===== src/rtl/ecc_fifo_pkg.sv =====
// Shared constants, codeword layout helpers and decode status for the ECC-protected FIFO.
// Used by both the write-side encoder and the read stage.
package ecc_fifo_pkg;

  localparam int DATA_W = 32;
  localparam int CODE_W = DATA_W + 7;
  localparam int ADDR_W = 4;
  localparam int CNT_W  = 16;
  localparam int SYN_W  = 6;

  localparam int CHECK_POS [SYN_W] = '{1, 2, 4, 8, 16, 32};

  typedef enum logic [1:0] {
    ECC_OK  = 2'd0,
    ECC_SBE = 2'd1,
    ECC_DBE = 2'd2
  } ecc_status_e;

  typedef struct packed {
    logic [DATA_W-1:0] data;
    ecc_status_e       status;
  } entry_t;

  // Hamming position of data bit d: skip every power-of-two position already passed.
  function automatic int data_pos(input int d);
    return d + 3 + int'(d >= 1) + int'(d >= 4) + int'(d >= 11) + int'(d >= 26);
  endfunction

  function automatic logic [DATA_W-1:0] extract_data(input logic [CODE_W-1:0] cw);
    logic [DATA_W-1:0] data;
    data = '0;
    for (int d = 0; d < DATA_W; d++) data[d] = cw[data_pos(d)];
    return data;
  endfunction

  function automatic logic [CODE_W-1:0] secded_encode(input logic [DATA_W-1:0] data);
    logic [CODE_W-1:0] cw;
    logic [SYN_W-1:0]  syn;
    cw  = '0;
    syn = '0;
    for (int d = 0; d < DATA_W; d++) cw[data_pos(d)] = data[d];
    for (int i = 1; i < CODE_W; i++) if (cw[i]) syn = syn ^ SYN_W'(i);
    for (int c = 0; c < SYN_W; c++) cw[CHECK_POS[c]] = syn[c];
    cw[0] = ^cw;
    return cw;
  endfunction

endpackage


===== src/rtl/ecc_fifo_read_stage_if.sv =====
// Show-ahead valid/ready output bus of the read stage: head entry payload plus error flags.
interface ecc_fifo_read_stage_if;
  import ecc_fifo_pkg::*;

  logic              valid;
  logic              ready;
  logic [DATA_W-1:0] data;
  logic              sbe;
  logic              dbe;

  modport master (output valid, data, sbe, dbe, input ready);
  modport slave  (input valid, data, sbe, dbe, output ready);

endinterface


===== src/rtl/secded_decode_39_32.sv =====
// Combinational SECDED decoder: 39-bit codeword -> corrected 32-bit data, error flags, syndrome.
module secded_decode_39_32
  import ecc_fifo_pkg::*;
(
  input  logic [CODE_W-1:0] cw,
  output logic [DATA_W-1:0] data,
  output logic              sbe,
  output logic              dbe,
  output logic [SYN_W-1:0]  syn
);

  logic              par;
  logic [CODE_W-1:0] fixed;

  always_comb begin
    // NOTE: every output gets a default before any branch so no path leaves a latch behind.
    syn   = '0;
    par   = ^cw;
    fixed = cw;
    sbe   = 1'b0;
    dbe   = 1'b0;
    for (int i = 1; i < CODE_W; i++) if (cw[i]) syn = syn ^ SYN_W'(i);

    if (syn == '0) begin
      sbe = par;                         // lone parity-bit flip leaves data intact
    end else if (par && int'(syn) < CODE_W) begin
      fixed = cw ^ (CODE_W'(1) << syn);
      sbe   = 1'b1;
    end else begin
      dbe = 1'b1;
    end
    data = extract_data(fixed);
  end

endmodule


===== src/rtl/ecc_fifo_read_stage.sv =====
// Read side of the ECC FIFO: read pointer, 1-cycle memory read tracking, SECDED decode,
// 2-entry show-ahead output buffer and saturating error counters.
module ecc_fifo_read_stage
  import ecc_fifo_pkg::*;
(
  input  logic                 clk,
  input  logic                 rst_n,
  input  logic [ADDR_W:0]      wr_ptr,
  output logic [ADDR_W:0]      rd_ptr,
  output logic                 mem_rd_en,
  output logic [ADDR_W-1:0]    mem_rd_addr,
  input  logic [CODE_W-1:0]    mem_rd_word,
  ecc_fifo_read_stage_if.master head,
  output logic [CNT_W-1:0]     sbe_count,
  output logic [CNT_W-1:0]     dbe_count
);

  logic              inflight;
  entry_t            entries [2];
  logic [1:0]        buf_cnt;
  logic              empty, pop, push;
  logic [1:0]        occ_after;
  logic [DATA_W-1:0] dec_data;
  logic              dec_sbe, dec_dbe;
  logic [SYN_W-1:0]  dec_syn;
  entry_t            new_entry;

  secded_decode_39_32 u_dec (
    .cw   (mem_rd_word),
    .data (dec_data),
    .sbe  (dec_sbe),
    .dbe  (dec_dbe),
    .syn  (dec_syn)
  );

  assign new_entry.data   = dec_data;
  assign new_entry.status = dec_dbe ? ECC_DBE : (dec_sbe ? ECC_SBE : ECC_OK);

  // A read is only issued if its word is guaranteed a buffer slot when it lands.
  assign empty       = (rd_ptr == wr_ptr);
  assign pop         = head.valid && head.ready;
  assign push        = inflight;
  assign occ_after   = buf_cnt + {1'b0, inflight} - {1'b0, pop};
  assign mem_rd_en   = rst_n && !empty && (occ_after < 2'd2);
  assign mem_rd_addr = rd_ptr[ADDR_W-1:0];

  assign head.valid = (buf_cnt != 2'd0);
  assign head.data  = entries[0].data;
  assign head.sbe   = (entries[0].status == ECC_SBE);
  assign head.dbe   = (entries[0].status == ECC_DBE);

  always_ff @(posedge clk) begin
    if (!rst_n) begin
      rd_ptr     <= '0;
      inflight   <= 1'b0;
      buf_cnt    <= '0;
      // NOTE: the buffer storage is reset too, because the head entry drives out_data directly.
      entries[0] <= '0;
      entries[1] <= '0;
      sbe_count  <= '0;
      dbe_count  <= '0;
    end else begin
      // NOTE: state updates use <= so every register samples pre-edge values, independent of order.
      inflight <= mem_rd_en;
      if (mem_rd_en) rd_ptr <= rd_ptr + 1'b1;

      case ({push, pop})
        2'b10: begin
          entries[buf_cnt[0]] <= new_entry;
          buf_cnt             <= buf_cnt + 2'd1;
        end
        2'b01: begin
          entries[0] <= entries[1];
          buf_cnt    <= buf_cnt - 2'd1;
        end
        2'b11: begin
          if (buf_cnt == 2'd1) begin
            entries[0] <= new_entry;
          end else begin
            entries[0] <= entries[1];
            entries[1] <= new_entry;
          end
        end
        default: ;
      endcase

      if (push && new_entry.status == ECC_SBE && sbe_count != '1) sbe_count <= sbe_count + 1'b1;
      if (push && new_entry.status == ECC_DBE && dbe_count != '1) dbe_count <= dbe_count + 1'b1;
    end
  end

  a_ptr_span: assert property (@(posedge clk) disable iff (!rst_n)
    (ADDR_W+1)'(wr_ptr - rd_ptr) <= (ADDR_W+1)'(1 << ADDR_W));

  a_sbe_syn: assert property (@(posedge clk) disable iff (!rst_n)
    (inflight && dec_sbe) |-> (int'(dec_syn) < CODE_W));

endmodule


===== src/flat_wrapper.sv =====
// flat-port wrapper written by rule: the top's interface ports become plain ports
module ecc_fifo_read_stage_flat import ecc_fifo_pkg::*;
  (clk, rst_n, wr_ptr, rd_ptr, mem_rd_en, mem_rd_addr, mem_rd_word, sbe_count, dbe_count, head_valid, head_data, head_sbe, head_dbe, head_ready);
  ecc_fifo_read_stage_if head_i ();
  input  logic clk;
  input  logic rst_n;
  input  logic [ADDR_W:0] wr_ptr;
  output logic [ADDR_W:0] rd_ptr;
  output logic mem_rd_en;
  output logic [ADDR_W-1:0] mem_rd_addr;
  input  logic [CODE_W-1:0] mem_rd_word;
  output logic [CNT_W-1:0] sbe_count;
  output logic [CNT_W-1:0] dbe_count;
  output wire logic [$bits(head_i.valid)-1:0] head_valid;
  output wire logic [$bits(head_i.data)-1:0] head_data;
  output wire logic [$bits(head_i.sbe)-1:0] head_sbe;
  output wire logic [$bits(head_i.dbe)-1:0] head_dbe;
  input wire logic [$bits(head_i.ready)-1:0] head_ready;
  assign head_valid = head_i.valid;
  assign head_data = head_i.data;
  assign head_sbe = head_i.sbe;
  assign head_dbe = head_i.dbe;
  assign head_i.ready = head_ready;
  ecc_fifo_read_stage u_core (.clk(clk), .rst_n(rst_n), .wr_ptr(wr_ptr), .rd_ptr(rd_ptr), .mem_rd_en(mem_rd_en), .mem_rd_addr(mem_rd_addr), .mem_rd_word(mem_rd_word), .head(head_i), .sbe_count(sbe_count), .dbe_count(dbe_count));
endmodule

===== config.mk =====
export PLATFORM = sky130hd
export DESIGN_NAME = ecc_fifo_read_stage_flat
export DESIGN_NICKNAME = d
export VERILOG_FILES = /design/src/rtl/ecc_fifo_pkg.sv /design/src/rtl/ecc_fifo_read_stage_if.sv /design/src/rtl/secded_decode_39_32.sv /design/src/rtl/ecc_fifo_read_stage.sv /design/src/flat_wrapper.sv
export SDC_FILE = /design/constraint.sdc
export NUM_CORES = 1
export LEC_CHECK = 0
export ABC_AREA = 0
export BUFFER_PORTS_ARGS = -buffer_cell sky130_fd_sc_hd__buf_2
export CORE_ASPECT_RATIO = 0.8
export CORE_UTILIZATION = 35
export DETAILED_ROUTE_END_ITERATION = 10
export PLACE_DENSITY = 0.63
export SKIP_LAST_GASP = 1
export SYNTH_ARGS = -nofsm -noshare
export SYNTH_HDL_FRONTEND = slang
export SYNTH_SLANG_ARGS = --single-unit

===== constraint.sdc =====
create_clock -name clk -period 3.7 [get_ports clk]
set_clock_uncertainty 0.2 [all_clocks]
set_input_delay 0.37 -clock clk [delete_from_list [all_inputs] [get_ports clk]]
set_output_delay 0.37 -clock clk [all_outputs]
set_load 0.01 [all_outputs]

## Yosys cells after proc, flatten, opt, wreduce, memory -nomap -nowiden

Memories as Yosys holds them, arrays and structs flattened.
Index checks and enable logic that the tools add are counted.

- Bits in registers: 40
- Bits in writable memories: 68
- Bits of input ports: 47
- Output and inout port bits: 77
- Word-level logic and storage cells: 152
- Memories: 1

- Add/sub/neg operators: 7
- Order comparisons: 2
- Eq/ne operators: 11
- Shift-type cells: 1
- Muxes and demuxes: 69
- Bitwise gates (word level): 42
- Reductions and logical operators: 14

Memory list:

| name | words | bits a word | read ports | clocked after Yosys merged registers in | wr ports | RTL line | source |
|---|---|---|---|---|---|---|---|
| u_core.entries | 2 | 34 | 2 | 0 | 2 | ecc_fifo_read_stage.sv:19 | `entry_t entries [2];` |

Operators by type and width:

| cell | number |
|---|---|
| two-way mux 34 bit | 5 |
| two-way mux 5 bit | 16 |
| two-way mux 39 bit | 2 |
| two-way mux 6 bit | 7 |
| NOT 3 bit | 13 |
| parity 39 bit | 1 |
| << shifter 1 x 6 -> 39 bit (first input constant) | 1 |
| bitwise XOR 39 bit | 1 |
| OR reduction 34 bit | 1 |
| adder 16 x 1 -> 16 bit (second input constant) | 2 |
| two-way mux 4 bit | 8 |
| inequality test 16 bit (second input constant) | 2 |
| NOT 2 bit | 13 |
| two-way mux 1 bit | 23 |
| NOT 4 bit | 5 |
| two-way mux 3 bit | 4 |
| == test 2 x 1 -> 1 bit (second input constant) | 4 |
| == test 2 bit (second input constant) | 4 |
| logical AND 1 bit | 8 |
| logical NOT 6 bit | 1 |
| < comparator 6 bit (second input constant) | 1 |
| two-way mux 2 bit | 3 |
| adder 5 x 1 -> 5 bit (second input constant) | 1 |
| == test 5 bit | 1 |
| 11 further kinds | 19 |

## Depth between registers and ports, before layout

Gate-level depths: netlist of the first run.

- Depth in word-level cells: 79
- Mapped depth: 12
- Depth with buffers taken out: 10

## By module

From an unflattened synthesis of the first run, not the netlist that was laid out.

- Cell total of the unflattened synthesis: 682
- Area total of the unflattened synthesis: 6546.3 um^2

By module, submodules not included:

| module | times used | cells an instance | area an instance (um^2) | seq. area each (um^2) |
|---|---|---|---|---|
| ecc_fifo_read_stage | 1 | 526 | 5293.8 | 2842.7 |
| secded_decode_39_32 | 1 | 156 | 1252.5 | 0.0 |

## Least setup slack after synthesis of the first run

OpenSTA, ideal clock, no wires.

- Path kind: input -> register
- Start: input port mem_rd_word[6]
- End: register u_core.dbe_count[13]
- Setup time: 0.071 ns
- Arrival time: 2.673 ns
- Data required time: 3.429 ns
- Slack: 0.756 ns
- Stages on the path: 10
- Buffers on the path: 1
- Path through: xor2_1 xnor2_1 xnor3_1 xnor2_2 nor2_1 a41oi_4 nand2_4 buf_6 or4_1 a21oi_1

- Word-level cells in the longest chain between the ends: 58
- Elaborated cells between the ends (all ways): 70
- Classes of those cells: order compare (1); eq/ne (1); mux (39); bitwise (24); reduce/logical (5)

RTL lines:

| what | RTL line | source |
|---|---|---|
| from (decl) | flat_wrapper.sv:11 | `input logic [CODE_W-1:0] mem_rd_word;` |
| two-way mux 3 bit | secded_decode_39_32.sv:22 | `for (int i = 1; i < CODE_W; i++) if (cw[i]) syn = syn ^ SYN_W'(i);` |
| NOT 3 bit (no source line) | - |  |
| two-way mux 3 bit | secded_decode_39_32.sv:22 |  |
| two-way mux 4 bit (2 in series) | secded_decode_39_32.sv:22 |  |
| NOT 2 bit (no source line) / two-way mux 4 bit (equally long branches) | - |  |
| two-way mux 4 bit | secded_decode_39_32.sv:22 |  |
| NOT 3 bit (no source line) / NOT 2 bit (equally long branches) | - |  |
| two-way mux 4 bit | secded_decode_39_32.sv:22 |  |
| [... 40 more ...] | - |  |
| < comparator 6 bit | secded_decode_39_32.sv:26 | `end else if (par && int'(syn) < CODE_W) begin` |
| logical AND 1 bit | secded_decode_39_32.sv:26 |  |
| two-way mux 1 bit | secded_decode_39_32.sv:26 |  |
| two-way mux 1 bit | secded_decode_39_32.sv:24 | `if (syn == '0) begin` |
| two-way mux 1 bit | ecc_fifo_read_stage.sv:37 | `assign new_entry.status = dec_dbe ? ECC_DBE : (dec_sbe ? ECC_SBE : ECC_OK);` |
| two-way mux 2 bit * | ecc_fifo_read_stage.sv:37 |  |
| == test 2 bit * | ecc_fifo_read_stage.sv:88 | `if (push && new_entry.status == ECC_DBE && dbe_count != '1) dbe_count <= dbe_count + 1'b1;` |
| logical AND 1 bit * (2 in series) | ecc_fifo_read_stage.sv:88 |  |
| to (signal assigned) | ecc_fifo_read_stage.sv:88 |  |
| to (decl) | ecc_fifo_read_stage.sv:15 | `output logic [CNT_W-1:0] dbe_count` |

Mark *: on every way between the ends. The rest lies on a longest branch, timed or not.
A chain may end at the register's enable or synchronous reset.

## Worst setup path after layout of the first run

- Start: input port mem_rd_word[26]
- End: register u_core.dbe_count[13]

- Word-level cells in the longest chain between the ends: 28
- Elaborated cells between the ends (all ways): 34
- Classes of those cells: order compare (1); eq/ne (1); mux (19); bitwise (8); reduce/logical (5)

RTL lines:

| what | RTL line |
|---|---|
| two-way mux 5 bit | secded_decode_39_32.sv:22 |
| NOT 4 bit (no source line) | - |
| two-way mux 5 bit (3 in series) | secded_decode_39_32.sv:22 |
| NOT 4 bit (no source line) | - |
| two-way mux 5 bit | secded_decode_39_32.sv:22 |
| NOT 5 bit (no source line) | - |
| two-way mux 5 bit | secded_decode_39_32.sv:22 |
| two-way mux 6 bit (2 in series) | secded_decode_39_32.sv:22 |
| [... 8 more ...] | - |
| < comparator 6 bit | secded_decode_39_32.sv:26 |
| logical AND 1 bit | secded_decode_39_32.sv:26 |
| two-way mux 1 bit | secded_decode_39_32.sv:26 |
| two-way mux 1 bit | secded_decode_39_32.sv:24 |
| two-way mux 1 bit | ecc_fifo_read_stage.sv:37 |
| two-way mux 2 bit * | ecc_fifo_read_stage.sv:37 |
| == test 2 bit * | ecc_fifo_read_stage.sv:88 |
| logical AND 1 bit * (2 in series) | ecc_fifo_read_stage.sv:88 |

Marked as above.

==> results of run 1 <==
cells in the final DEF (no fill, tap or decap), drive strengths merged, types with 2 or more instances in the layout:
| master | Yosys | layout |
|---|---|---|
| nand4 | 8 | 8 |
| clkbuf | 16 | 10 |
| xnor2 | 77 | 77 |
| nor3 | 16 | 16 |
| o31ai | 8 | 8 |
| dfxtp | 40 | 40 |
| a21oi | 15 | 15 |
| a211oi | 2 | 2 |
| nand3 | 24 | 24 |
| edfxtp | 68 | 68 |
| nor4 | 8 | 8 |
| o21ai | 43 | 43 |
| ha | 8 | 8 |
| or4 | 8 | 8 |
| and3 | 8 | 8 |
| or3 | 2 | 2 |
| nand2 | 84 | 84 |
| nor2 | 74 | 74 |
| xor2 | 51 | 51 |
| a311oi | 2 | 2 |
| mux2i | 2 | 2 |
| nand2b | 2 | 2 |
| nor4b | 3 | 3 |
| nor2b | 4 | 4 |
| xnor3 | 3 | 3 |
| inv | 13 | 18 |
| buf | 41 | 139 |
power breakdown:
part	switching [mW]	total [mW]	internal [mW]	leakage (nW)
clock network	0.468	0.933	0.465	0.139
logic	1.32	2.06	0.738	1.58
registers	0.129	1.82	1.70	1.05
state kept, by name, summed over array words and instances, names as in the netlist:
name and count:
u_core.sbe_count 16, u_core.rd_ptr 5, u_core.inflight 1, u_core.dbe_count 16
u_core.entries 68, u_core.buf_cnt 2
logic make-up after synthesis:
group	count (synthesis)	share of synthesized area, %
AOI/OAI and AO/OA	75	7.35
and+or+nand+nor	244	18.0
adders and majority gates	8	1.62
buffers and inverters	70	6.62
xor gates and xnor gates	131	20.1
DFF	108	46.0
muxes	2	0.324
metal layers:
metal | GRT usage [%] | up-vias | routed length, um
met3 | 3.85 | 11 | 1050
met5 | 0 | - | 0
met4 | 4.23 | 0 | 144
met1 | 23.9 | 2155 | 7290
met2 | 25.1 | 152 | 6310
li1 | - | 2332 | -
worst max-delay path, stage by stage:
cell,delay [ps]
buf_2,130
xor2_1,310
xnor2_1,140
xnor2_1,760
xnor2_1,230
xnor2_2,300
o22a_4,360
nand2_4,200
or4_1,500
a21oi_1,160
stage by stage:
step           power, mW  instances
2_1_floorplan       3.42        638
3_3_place_gp        3.89        945
3_5_place_dp        3.92        945
4_1_cts             4.85        961
5_1_grt             5.12        961
6_report            4.81        962
area by class of cell:
| type | count | area, um2 |
|---|---|---|
| Fill cell | 1718 | 10200 |
| Multi-Input combinational cell | 460 | 2930 |
| Sequential cell | 108 | 2840 |
| Timing Repair Buffer | 139 | 736 |
| Tap cell | 225 | 282 |
| Clock buffer | 10 | 229 |
| Inverter | 13 | 48.8 |
| Clock inverter | 6 | 43.8 |
| Antenna cell | 1 | 2.50 |
how the worst min path moves through the flow:
| stage | slack, ps | to | cells past startpoint | startpoint |
|---|---|---|---|---|
| 5_1_grt | 130 | u_core.sbe_count[12] | 2 | rst_n |
| 3_3_place_gp | 300 | u_core.dbe_count[5] | 2 | u_core.dbe_count[5] |
| 3_5_place_dp | 290 | u_core.dbe_count[14] | 2 | u_core.dbe_count[14] |
| 4_1_cts | 110 | u_core.sbe_count[12] | 2 | rst_n |
| 6_report | 110 | u_core.sbe_count[12] | 2 | rst_n |
| 2_1_floorplan | 290 | u_core.buf_cnt[1] | 2 | u_core.buf_cnt[1] |
==> impl_metrics.yaml, run 1 <==
status:
  run_status: "completed"
yosys:
  syn-instance-count: 638
  yosysTopAreaCellShare_pct: 33.0
  ys_async_sr_fraction_pct: 0
  synth_area_leaders: "edfxtp_1, dfxtp_1, xnor2_1"
  syn_area_mm2: 0.00618
  ys_top_cells_by_count: "nand2_1, nor2_1, xnor2_1"
  synth.most_common_cell: "nand2_1"
  syn_nets: 693
  yosys.cell_types.count: 42
  synth_area_leader_cell: "edfxtp_1"
  synth-seq-area-share_pct: 46.0
  syn_area_per_cell_um2: 9.68
  synth_edf_count: 68
  ys.flop_type: "edfxtp_1"
  ys_ff_latch: 108
  yosysWarnings: 0
setup_path:
  r2r_setup_slack_ps: 890
  r2r_cells: 7
  worst_setup_path_end_kind: "register"
  required_ps: 3790
  r2r-start: "u_core.buf_cnt[0]"
  critical_path_class: "input port to register"
  crit_path_start_kind: "input port"
  crit_arrival_ps: 3470
  crit_path_start: "mem_rd_word[26]"
  r2r_end: "u_core.entries[0][26]"
  path_max_fanout: 23
  endpoint: "u_core.dbe_count[13]"
clock_network:
  cts.sinks: 108
  holdBufCountCts: 0
  h-tree-depth: 3
  cts_tree: "built"
  insertion_delay_ps: 360
  clkTransAtPathRegs_ps: 70
  post_cts_resized: 0
  root_buffer: "clkbuf_16"
  clockBufferDepth: 2
  cts_setup_buffers: 0
  cts_made_buffers: 9
sta:
  slew_violations: 0
  final.min_clock_period_ps: 3380
  final.setup.tns_ps: 0
  fmaxAchievable_mhz: 296
  setup_viol: 0
  holdWs_ps: 111
  relSlewSlack_pct: 33.4
  finalWorstSetupSlack_ps: 320
  rsz0062_at_grt: "false"
  tightest_slew_ps: 992
  hold_violations: 0
  period_share_pct: 91.4
cells_and_area:
  areaGrowthSynthToFinish_pct: 15.2
  num-nets-final: 786
  final_util_pct: 41.1
  drive_above_1_share_pct: 22.6
  stdcell_area_mm2: 0.00712
global_routing:
  antenna_found_initial: 1
  grt_pass1_wl_mm: 23.2
  grt_max_degree: 41
  grt_pass1_vias: 4408
  gr-total-overflow: 0
  grt_usage_pct: 16.7
die:
  initial_core_util_pct: 35.7
  die_area_mm2: 0.0182
  coreArea_mm2: 0.0173
  die_h_um: 121
  io_pins: 124
  rows: 43
  dieWidth_um: 151
job:
  drv_cap: 0
routing:
  vias_per_cell: 4.83
  drt-wirelength-per-cell_um: 15.4
  route.antenna.remaining_nets: 0
  post-route-drc-count: 0
  drt-initial-drc-count: 275
  dr.pass1.iters: 6
  num_vias: 4650
  routed_wl_mm: 14.8
placed_design:
  gp_congestion: 0.842
  post-dp-hpwl_mm: 10.4
  post-place-ws_ps: 12.9
  placement.cell_area_mm2: 0.00684
  io_buffer_count: 123
pwr:
  cellPowerDensity_mw_per_mm2: 676
  leakagePower_nw: 2.76
  ir_worst_vdd_v: 0.000330
worst_hold_path:
  hp-class: "input port to register"
(Power assumes the default switching activity.)
==> inputs of run 2 (changes only) <==
--- a/config.mk
+++ b/config.mk
@@ -8,9 +8,10 @@
 export ABC_AREA = 0
 export BUFFER_PORTS_ARGS = -buffer_cell sky130_fd_sc_hd__buf_2
 export CORE_ASPECT_RATIO = 0.8
-export CORE_UTILIZATION = 35
+export CORE_MARGIN = 1
+export CORE_UTILIZATION = 55
 export DETAILED_ROUTE_END_ITERATION = 10
-export PLACE_DENSITY = 0.63
+export PLACE_DENSITY = 0.88
 export SKIP_LAST_GASP = 1
 export SYNTH_ARGS = -nofsm -noshare
 export SYNTH_HDL_FRONTEND = slang
==> constraint.sdc (replaced) <==
create_clock -name clk -period 3.7 [get_ports clk]
set_clock_uncertainty 0.2 [all_clocks]
set_input_delay 0.555 -clock clk [delete_from_list [all_inputs] [get_ports clk]]
set_output_delay 0.555 -clock clk [all_outputs]
set_load 0.01 [all_outputs]
==> run 2 against run 1 <==
  * Sequential share of layout area increased by 0.30 points
  * Sequential cell count unchanged
  * Maximum frequency is 3.6% higher
  * Critical path type is now register to output pin
  * Highest routed layer is now met5
==> impl_metrics.yaml, run 2 (same netlist as run 1, synthesis figures left out) <==
global_routing:
  grt_pass1_wl_mm: 23.1
  antenna_found_initial: 2
  grt_usage_pct: 25.4
  grt_max_degree: 40
  grt_pass1_vias: 4733
  gr-total-overflow: 0
setup_path:
  critPathMostFrequentCell: "ha_1"
  crit_path_start_kind: "register"
  worst_setup_path_end_kind: "output pin"
  cp_slowest_cell: "dfxtp_1"
  crit_arrival_ps: 2510
  path_cells: "inv_1, ha_1, nor2b_1, ha_1, nor2_1, xnor2_1, a311oi_1, buf_4, buf_2"
  required_ps: 2940
  path_max_fanout: 7
  critical_path_class: "register to output pin"
  max_stage_delay_ps: 390
job:
  drv_cap: 0
die:
  die_h_um: 96.8
  coreArea_mm2: 0.0109
  die_area_mm2: 0.0117
  initial_core_util_pct: 56.7
  dieWidth_um: 121
  io_pins: 124
  rows: 34
clock_network:
  post_cts_resized: 0
  holdBufCountCts: 0
  cts.sinks: 108
  clkTransAtPathRegs_ps: 70
  cts_tree: "built"
  cts_made_buffers: 9
  cts_setup_buffers: 0
  insertion_delay_ps: 350
  clockBufferDepth: 2
  root_buffer: "clkbuf_16"
  h-tree-depth: 3
routing:
  post-route-drc-count: 0
  vias_per_cell: 5.63
  dr.pass1.iters: 5
  drt-initial-drc-count: 367
  route.antenna.remaining_nets: 0
  routed_wl_mm: 14.5
  drt-wirelength-per-cell_um: 16.4
  num_vias: 4970
pwr:
  leakagePower_nw: 2.79
  cellPowerDensity_mw_per_mm2: 692
  power_mw: 4.89
  ir_worst_vdd_v: 0.000380
worst_hold_path:
  hp-class: "input port to register"
sta:
  rsz0062_at_grt: "false"
  relSlewSlack_pct: 30.7
  setup_viol: 0
  slew_violations: 0
  fmaxAchievable_mhz: 307
  period_share_pct: 88.2
  final.setup.tns_ps: 0
  final.min_clock_period_ps: 3260
  hold_violations: 0
  tightest_slew_ps: 1030
  finalWorstSetupSlack_ps: 438
placed_design:
  io_buffer_count: 123
  place_inst: 866
  gp_congestion: 0.886
  post-dp-hpwl_mm: 10.5
  post-place-ws_ps: 175
cells_and_area:
  drive_above_1_share_pct: 22.8
  largest_reg_flops: 68
  final_common_cell: "buf_2"
  top_register: "u_core.entries"
  areaGrowthSynthToFinish_pct: 14.3
  layout_common_cells: "buf_2, nand2_1, nor2_1"
  final_cells: 883
  num-nets-final: 788
  reg.largest.list: "u_core.entries: 68 flops, u_core.dbe_count: 16 flops, u_core.sbe_count: 16 flops"
status:
  run_status: "completed"
-- run 2: cell count changes in the layout (fill, tap and decap cells not counted) --
cell	previous run	this run
clkbuf_16	9	11
clkinv_2	1	2
nand3_1	23	24
nand3_2	1	0
buf_4	16	18
clkbuf_1	1	0
inv_4	2	0
-- run 2: path summary, 6_finish.rpt --
| check | endpoint | from | depth (start not counted) | slack (ps) |
|---|---|---|---|---|
| max | mem_rd_en | u_core.buf_cnt[0] | 9 | 440 |
| min | u_core.sbe_count[12] | rst_n | 2 | 300 |
| max reg2reg | u_core.rd_ptr[4] | u_core.buf_cnt[0] | 11 | 1010 |
| min reg2reg | u_core.dbe_count[5] | u_core.dbe_count[5] | 2 | 310 |
-- run 2: critical path: cells and delay by family, from the launching register on --
kind / cells / cell delay (ps)
fa+ha+maj: 2 / 530
buf+inv: 3 / 420
flops: 1 / 390
simple gates: 2 / 420
xor+xnor: 1 / 130
compound gates: 1 / 260
-- run 2: through the flow --
stage          area, um2  hold WS [ps]  util [%]
2_1_floorplan       6180           290         -
3_3_place_gp        6750           281      62.0
3_5_place_dp        6750           290      62.0
4_1_cts             7060           293      64.8
5_1_grt             7060           293      64.9
6_report            7060           301      64.9
-- run 2: where the power goes --
group          internal [mW]  leakage, nW  total, mW  switching [mW]
logic                  0.752         1.59       2.07            1.31
registers               1.69         1.05       1.83           0.138
clock network          0.544        0.157      0.993           0.449
-- run 2: area by class of cell --
class                           instances  area (um2)
Multi-Input combinational cell        460        2930
Timing Repair Buffer                  141         751
Inverter                               13        48.8
Clock inverter                          5        36.3
Clock buffer                           11         275
Antenna cell                            1        2.50
Sequential cell                       108        2840
Fill cell                             843        3830
Tap cell                              144         180
-- run 2: per-layer routing --
layer	track usage [%]	up-vias	share of wire, %
li1	-	2343	-
met1	31.5	2326	39
met2	42.4	264	49
met3	7.72	35	9.9
met4	8.26	2	2.0
met5	0	-	0.055
